$ cat src/rtl/imm_extend_pipe.sv
// Two-stage pipelined immediate extractor/extender for the decode stage.
// Optional macro IMM_BRANCH_SHIFT_EN: CB/B immediates are scaled by 4 (<< 2).
module imm_extend_pipe #(
    parameter int OUT_W = 32
) (
    input  logic             clk,
    input  logic             rst_n,
    input  logic             in_valid,
    output logic             in_ready,
    input  logic [31:0]      instr,
    input  logic [1:0]       fmt,
    output logic             out_valid,
    input  logic             out_ready,
    output logic [OUT_W-1:0] imm,
    output logic [1:0]       out_fmt
);

    localparam logic [1:0] FMT_D  = 2'd0;
    localparam logic [1:0] FMT_CB = 2'd1;
    localparam logic [1:0] FMT_B  = 2'd2;

    // No format looks above bit 25, so S1 stores only the low bits.
    logic             s1_valid_q, s1_valid_d;
    logic [25:0]      s1_instr_q, s1_instr_d;
    logic [1:0]       s1_fmt_q, s1_fmt_d;
    logic             out_valid_q, out_valid_d;
    logic [OUT_W-1:0] imm_q, imm_d;
    logic [1:0]       out_fmt_q, out_fmt_d;
    logic [OUT_W-1:0] ext;
    logic             s2_adv, accept;
    logic             unused_hi;

    assign unused_hi = ^instr[31:26];

    assign s2_adv   = s1_valid_q && (!out_valid_q || out_ready);
    assign in_ready = !s1_valid_q || s2_adv;
    assign accept   = in_valid && in_ready;

    always_comb begin
        ext = '0;
        case (s1_fmt_q)
            FMT_D:   ext = {{(OUT_W-9){s1_instr_q[20]}},  s1_instr_q[20:12]};
            FMT_CB:  ext = {{(OUT_W-19){s1_instr_q[23]}}, s1_instr_q[23:5]};
            FMT_B:   ext = {{(OUT_W-26){s1_instr_q[25]}}, s1_instr_q[25:0]};
            default: ext = {{(OUT_W-12){1'b0}},           s1_instr_q[21:10]};
        endcase
`ifdef IMM_BRANCH_SHIFT_EN
        if (s1_fmt_q == FMT_CB || s1_fmt_q == FMT_B)
            ext = ext << 2;
`endif
    end

    always_comb begin
        s1_valid_d = s1_valid_q;
        s1_instr_d = s1_instr_q;
        s1_fmt_d   = s1_fmt_q;
        if (accept) begin
            s1_valid_d = 1'b1;
            s1_instr_d = instr[25:0];
            s1_fmt_d   = fmt;
        end else if (s2_adv) begin
            s1_valid_d = 1'b0;
        end
    end

    // Output stage: refill wins over a draining handshake in the same cycle.
    always_comb begin
        out_valid_d = out_valid_q;
        imm_d       = imm_q;
        out_fmt_d   = out_fmt_q;
        if (s2_adv) begin
            out_valid_d = 1'b1;
            imm_d       = ext;
            out_fmt_d   = s1_fmt_q;
        end else if (out_ready) begin
            out_valid_d = 1'b0;
        end
    end

    always_ff @(posedge clk or negedge rst_n) begin
        if (!rst_n) begin
            s1_valid_q  <= 1'b0;
            s1_instr_q  <= '0;
            s1_fmt_q    <= '0;
            out_valid_q <= 1'b0;
            imm_q       <= '0;
            out_fmt_q   <= '0;
        end else begin
            s1_valid_q  <= s1_valid_d;
            s1_instr_q  <= s1_instr_d;
            s1_fmt_q    <= s1_fmt_d;
            out_valid_q <= out_valid_d;
            imm_q       <= imm_d;
            out_fmt_q   <= out_fmt_d;
        end
    end

    assign out_valid = out_valid_q;
    assign imm       = imm_q;
    assign out_fmt   = out_fmt_q;

endmodule
$ cat config.mk
export PLATFORM = sky130hd
export DESIGN_NAME = imm_extend_pipe
export DESIGN_NICKNAME = d
export VERILOG_FILES = /design/src/rtl/imm_extend_pipe.sv
export SDC_FILE = /design/constraint.sdc
export NUM_CORES = 1
export LEC_CHECK = 0
export CORE_MARGIN = 1.5
export CORE_UTILIZATION = 45
export CTS_CLUSTER_DIAMETER = 150
export DETAILED_ROUTE_END_ITERATION = 16
export GPL_TIMING_DRIVEN = 0
export PLACE_DENSITY_LB_ADDON = 0.1
export SETUP_SLACK_MARGIN = 0.1
export SYNTH_ARGS = -nofsm -noshare
export SYNTH_HDL_FRONTEND = slang
export SYNTH_SLANG_ARGS = --single-unit
export TNS_END_PERCENT = 30
$ cat constraint.sdc
create_clock -name clk -period 2 [get_ports clk]
set_clock_uncertainty 0.1 [all_clocks]
set_input_delay 0.4 -clock clk [delete_from_list [all_inputs] [get_ports clk]]
set_output_delay 0.4 -clock clk [all_outputs]
set_load 0.005 [all_outputs]
==> results.md, run 1 <==
* Status: completed
* RSZ-0062 raised after global routing: true
* Max-cap viol count at 0
* Overflow after GRT at 0
* Vias at just under 2k
* Area of the mapped netlist at 2780 um2
* Die W at ~82 um
* Global-route wire length before repair at approximately 10000 um
* Initial antenna violation count at 0
* ANT cells at 0
* IO Port Bufs at 67
* Final wirelength at 6280 um
* Clk Latency, worst-skew pair at between 0.3 and 0.4 ns
* CTS Buf Count at 9
* Worst EP required at 1.50 ns
* Syn Nets at 240
* DRC at 0
* FMAX at 536 MHz
* Reg area at 1450 um2
* Dpl hpwl at ~4300 um
* Routability congestion estimate at 0.800
* Worst slew pin tran at 0.530 ns
* Slew headroom at 64.7%
* Postcts setup bufs at 0
* Most frequent cell after synthesis: dfrtp_1
* Initial Util at a little under half
* CP Max Fanout at 8
* Total GRT Usage at 21.3%
* Core area at 5960 um2
* H-tree depth at 3
* Vias/cell at about 5.4
* P per Cell Area at approximately 1100 nW/um2
* Yosys top cell area share at 52.2%
* HP Class: register to register
* Fill cells at slightly below 500
* Clk slew on worst S/H paths at 0.06 ns
* Iteration-0 DRC Markers at between 100 and 150
* Crit Path Class: register to output port
* TritonRoute pass-1 iters at 4
* P_leak at roughly 1.6 nW
* EDFF count, synth at 0
* # IOs at 74
* Post-DR wirelength/cell at 17.4 um
* Nets at 320
* Synth top cells by count: 58 x dfrtp_1, 31 x mux2_2, 17 x nand2_1
* Multi-input gate area at ~1200 um2
* Post-synthesis sequential area ratio at 52.2%
* Rows at 28
* Final hold vios at 0
* Largest net degree at the start of global routing at 38
* Proportion of layout cells with a drive suffix above 1 at 30.7%
* Number of global-route vias before repair at 1885
* Pre-CTS setup slack at -0.120 ns
* FFs w/ async S/R, synth at 100%
* Post-Synthesis Cells at roughly 200
* Max VDD drop at 0.000737 V
* Top cells by area, synth: dfrtp_1 52%, mux2_2 13%, mux4_2 8.9%
* Cell variety after synth at 25
* Clk buf depth at 2
* Tcrit/Tclk final at 93.4%
* Top_reg_cell synth: dfrtp_1
* Total power draw at 4.05 mW
* Area delta synth->final at 35.9%
* Mapped Avg Cell Area at 13.8 um2
* Worst Setup Slack, final at 0.133 ns
* Root buf cell: clkbuf_8
* CTS tree: built
* Fin Hold WS at 0.387 ns
* Post-synth top area cell: dfrtp_1
* Die height at 81.6 um
* Crit path DAT at 1.37 ns
* Clock Sinks at 58
* Flops & latches, synth at 58
* Die area at 6660 um2
* Ys Warns at 0
* Type of origin of the critical path: register
* Final setup vio count at 0
* Worst Setup End Kind: output port
* DRT antenna net count at 0
* Time the worst path needs with I/O delays and setup at 1.87 ns
* Max Slew Vio Count at 0
layer usage:
metal / up-vias / wire (um) / track usage (%)
met5: - / 0 / 0
met2: 66 / 3070 / 32.6
met1: 968 / 2780 / 29.1
met4: 0 / 80 / 7.63
li1: 898 / - / -
met3: 7 / 351 / 6.11
power breakdown:
| group | internal (mW) | switching, mW |
|---|---|---|
| logic | 0.882 | 0.420 |
| clock network | 0.643 | 0.444 |
| registers | 1.45 | 0.213 |
registers in the layout, indices dropped and copies added (netlist names):
register    cells
out_fmt         2
s1_fmt_q        2
s1_valid_q      1
s1_instr_q     26
out_valid       1
imm            26
area by class of cell:
class	count	share of cell area, %
timing repair buffer	69	18.4
clock inverter	2	0.927
buffer	21	3.87
clock buffer	14	4.30
sequential	58	38.4
inverter	1	0.0993
multi-input combinational	122	31.4
tap	75	2.48
logic make-up (layout without fill, tap and decap cells):
family | count (synthesis) | after routing | share of synthesized area (%)
flops | 58 | 58 | 52.2
mux | 52 | 52 | 26.9
compound gates | 37 | 37 | 8.50
simple gates | 33 | 33 | 7.06
buf+inv | 22 | 107 | 5.40
cell usage in the layout, fill, tap and decap left out, types with 2 or more instances in the layout:
cell	Yosys	final
a21oi_1	13	13
clkdlybuf4s50_1	0	64
buf_6	3	3
nand2_1	17	17
a31oi_1	12	12
mux2_4	10	10
clkbuf_1	4	7
o22a_1	2	2
buf_2	3	4
nand3b_1	5	5
mux2_2	31	31
dfrtp_1	58	57
buf_4	11	11
mux4_2	11	11
a21o_1	7	7
clkbuf_8	0	11
nand2b_1	4	4
and2b_1	2	2
through the flow:
step	TNS, ns	instances	utilization [%]	cell area, um2
finish	0	362	63.5	3780
global route	0	362	63.5	3780
detailed placement	-3.04	345	59.8	3560
CTS	0	362	63.4	3780
global placement	-87.10	344	59.5	3550
floorplan	0	202	-	2780
what timing repair did:
item / in CTS / in global routing
gates resized for setup: 3 / 1
hold buffers: 1 / 0
hold endpoints to repair: 21 / 0
endpoints found under the setup margin: 7 / 6
critical path: stages, from the launching register on:
cell,delay (ns)
dfrtp_2,0.42
buf_4,0.12
clkdlybuf4s50_1,0.49
worst paths after layout:
check | from | endpoint | slack (ns) | cells after the start
max | imm[30] | imm[29] | 0.13 | 2
min | out_fmt[0] | out_fmt[0] | 0.39 | 1
max reg2reg | s1_valid_q | imm[11] | 0.33 | 5
min reg2reg | out_fmt[0] | out_fmt[0] | 0.39 | 1
max in group asynchronous | rst_n | imm[30] | 0.73 | 3
min in group asynchronous | rst_n | s1_instr_q[5] | 0.47 | 2
No activity file was read; power rests on OpenSTA's default activity.
==> inputs of run 2 (changes only) <==
--- a/config.mk
+++ b/config.mk
@@ -5,6 +5,7 @@
 export SDC_FILE = /design/constraint.sdc
 export NUM_CORES = 1
 export LEC_CHECK = 0
+export CORE_ASPECT_RATIO = 0.7
 export CORE_MARGIN = 1.5
 export CORE_UTILIZATION = 45
 export CTS_CLUSTER_DIAMETER = 150
==> run 2 against run 1 <==
  * Final cell count increased by 0.28%
  * Count of clock-buffer cells in the layout decreased by 3
  * Non-clock buffer count increased by 1
  * Via count decreased by 0.31%
  * Register-to-register slack got worse by 0.03 ns
  * Maximum frequency decreased by 0.36%
  * Critical path type unchanged
  * Critical path depth unchanged
==> results.md, run 2 (synthesis results as in run 1) <==
* Status: completed
* Final wirelength at 5970 um (-5.0%)
* Final setup vio count at 0 (unchanged)
* IO Port Bufs at 67 (unchanged)
* Global-route wire length before repair at 9670 um (-3.0%)
* Critical path depth at 2 (unchanged)
* RR Endpoint: s1_instr_q[2]
* Clk slew on worst S/H paths at 0.06 ns (about the same)
* Time the worst path needs with I/O delays and setup at 1.87 ns (+0.00671 ns)
* Iteration-0 DRC Markers at 94 (-8.7%)
* Final hold vios at 0 (unchanged)
* Tcrit/Tclk final at 93.7% (+0.34 points)
* Clock Sinks at 58 (unchanged)
* TritonRoute pass-1 iters at 6 (+2)
* R2r setup slk at 0.30 ns (-0.03 ns)
* Worst EP required at 1.50 ns (about the same)
* Overflow after GRT at 0 (unchanged)
* Worst hold path depth at 1 (unchanged)
* HP Class: register to register
* Non-Filler Instances at 363 (+0.28%)
* Worst Path Buf+Inv at 2 (unchanged)
* Max VDD drop at 0.000538 V (-27%)
* CTS Buf Count at 9 (unchanged)
* Slew headroom at 67.0% (+2.3 points)
* Hold EP: out_fmt[0]
* Worst slew pin tran at 0.483 ns (-0.0473 ns)
* Hold Startpoint: out_fmt[0]
* Clock Power Share at 24.0% (-2.9 points)
* Commonest cells after routing, fill and taps aside: 62 x clkdlybuf4s50_1, 57 x dfrtp_1, 31 x mux2_2
* Family with the most delay on the worst path: buffers and inverters
* Final instance area at 3760 um2 (-0.40%)
* Crit path DAT at 1.37 ns (about the same)
* Sequence of cells on the critical path: buf_4 > clkdlybuf4s50_1
* Die W at 97.0 um (+19%)
* Crit Path Class: register to output port
* Dpl hpwl at 4280 um (+0.40%)
* Placed Area at 3560 um2 (unchanged)
* Number of global-route vias before repair at 1943 (+3.1%)
* Max Slew Vio Count at 0 (unchanged)
* Clk buf depth at 2 (unchanged)
* DRT antenna net count at 0 (unchanged)
* Area delta synth->final at 35.4%
* # IOs at 74 (unchanged)
* Die area at 6670 um2 (+0.10%)
* Nets at 321 (+0.31%)
* ANT cells at 0 (unchanged)
* Core area at 5840 um2 (-1.9%)
* Die height at 68.8 um (-16%)
* P_leak at 1.59 nW (-0.38%)
* Root buf cell: clkbuf_8
* Part of the power in registers at 42.6% (+1.6 points)
* Proportion of layout cells with a drive suffix above 1 at 31.6% (+0.94 points)
* Vias/cell at 5.33 (-0.58%)
* CTS tree: built
* Routability congestion estimate at 0.781 (-2.4%)
* Rows at 23 (-18%)
* Type of origin of the critical path: register
* Sum of negative setup slack at 0 ns (unchanged)
* R2r startpoint: s1_valid_q
* Inst Count DP at 345 (unchanged)
* CP Max Fanout at 8 (unchanged)
* Total GRT Usage at 19.6% (-1.7 points)
* Sw power at 1.07 mW (-0.22%)
* Worst path max stage delay at 0.48 ns (about the same)
* RSZ-0062 raised after global routing: true
* Commonest non-fill, non-tap cell in the layout: clkdlybuf4s50_1
* P per Cell Area at 1030 nW/um2 (-3.8%)
* Initial antenna violation count at 0 (unchanged)
* Crit-path slowest cell: clkdlybuf4s50_1
* FMAX at 534 MHz (-0.36%)
* Fill cells at 458 (-6.1%)
* Worst R2R Path Depth at 6 (+1)
* Worst Setup End Kind: output port
* Initial Util at 47.6% (+0.91 points)
* Post-DR wirelength/cell at 16.4 um (-5.3%)
* Max-cap viol count at 0 (unchanged)
* Largest net degree at the start of global routing at 41 (+7.9%)
* Clk Latency, worst-skew pair at 0.34 ns (about the same)
* DRC at 0 (unchanged)
* Net Sw Frac at 27.7% (+1.1 points)
* H-tree depth at 3 (unchanged)
* Combinational Power Share at 33.4% (+1.2 points)
* Vias at 1933 (-0.31%)
* Internal cell power at 2.80 mW (-5.7%)
[run 2: cell count changes in the layout (fill, tap and decap cells not counted)]
cell             delta
clkbuf_1            -2
clkdlybuf4s50_1     -2
clkinv_2            +2
clkinvlp_4          +2
dlygate4sd2_1       +2
buf_2               -1
buf_4               +1
buf_6               +1
bufinv_16           -1
clkbuf_8            -1
[run 2: worst max path at each step]
stage / slack, ns / start / to
6_report: 0.13 / imm[30] / imm[28]
2_1_floorplan: 0.48 / out_ready / s1_fmt_q[0]
5_1_grt: 0.07 / imm[30] / imm[29]
4_1_cts: 0.1 / imm[30] / imm[27]
3_5_place_dp: -0.11 / out_ready / s1_instr_q[2]
3_3_place_gp: -1.41 / rst_n / imm[0]
[run 2: layout make-up]
class | count | area (um2) | area share [%]
Clock inverter | 5 | 30.0 | 0.798
Inverter | 1 | 3.75 | 0.0997
Clock buffer | 11 | 141 | 3.76
Buffer | 21 | 153 | 4.05
Timing Repair Buffer | 70 | 702 | 18.6
Tap cell | 75 | 93.8 | 2.49
Multi-Input combinational cell | 122 | 1190 | 31.6
Sequential cell | 58 | 1450 | 38.6
[run 2: metrics by stage]
| step | worst slack (ns) | power (mW) | utilization [%] | hold slack [ns] |
|---|---|---|---|---|
| after floorplan | 0.483 | 2.30 | - | 0.00441 |
| after global placement | -1.41 | 2.96 | 60.7 | 0.360 |
| after detailed placement | -0.113 | 2.98 | 61.0 | 0.267 |
| after CTS | 0.0961 | 3.93 | 64.4 | 0.380 |
| after global routing | 0.0713 | 4.10 | 64.4 | 0.412 |
| final | 0.126 | 3.88 | 64.4 | 0.376 |
[run 2: timing repair]
item                                    in CTS  in global routing
resized for setup                            7                  1
hold buffers                                 1                  0
endpoints found under the hold margin       18                  0
endpoints found under the setup margin       7                  5
cloned                                       0                  0
buffers inserted                             1                  0
pin swaps                                    0                  0
[run 2: metal layers]
metal  track usage (%)  wire length (um)  vias to the layer above
li1                  -                 -                      903
met1              26.3              2920                      959
met2              29.5              2630                       59
met3              6.96               299                       12
met4              7.79               111                        0
met5                 0                 0                        -
[run 2: power groups by stage]
| stage | registers, mW | logic (mW) | clock network (mW) |
|---|---|---|---|
| detailed placement | 1.67 | 1.31 | 0 |
| floorplan | 1.63 | 0.671 | 0 |
| CTS | 1.66 | 1.31 | 0.960 |
| finish | 1.65 | 1.30 | 0.929 |
| global placement | 1.67 | 1.29 | 0 |
| global route | 1.69 | 1.40 | 1.01 |
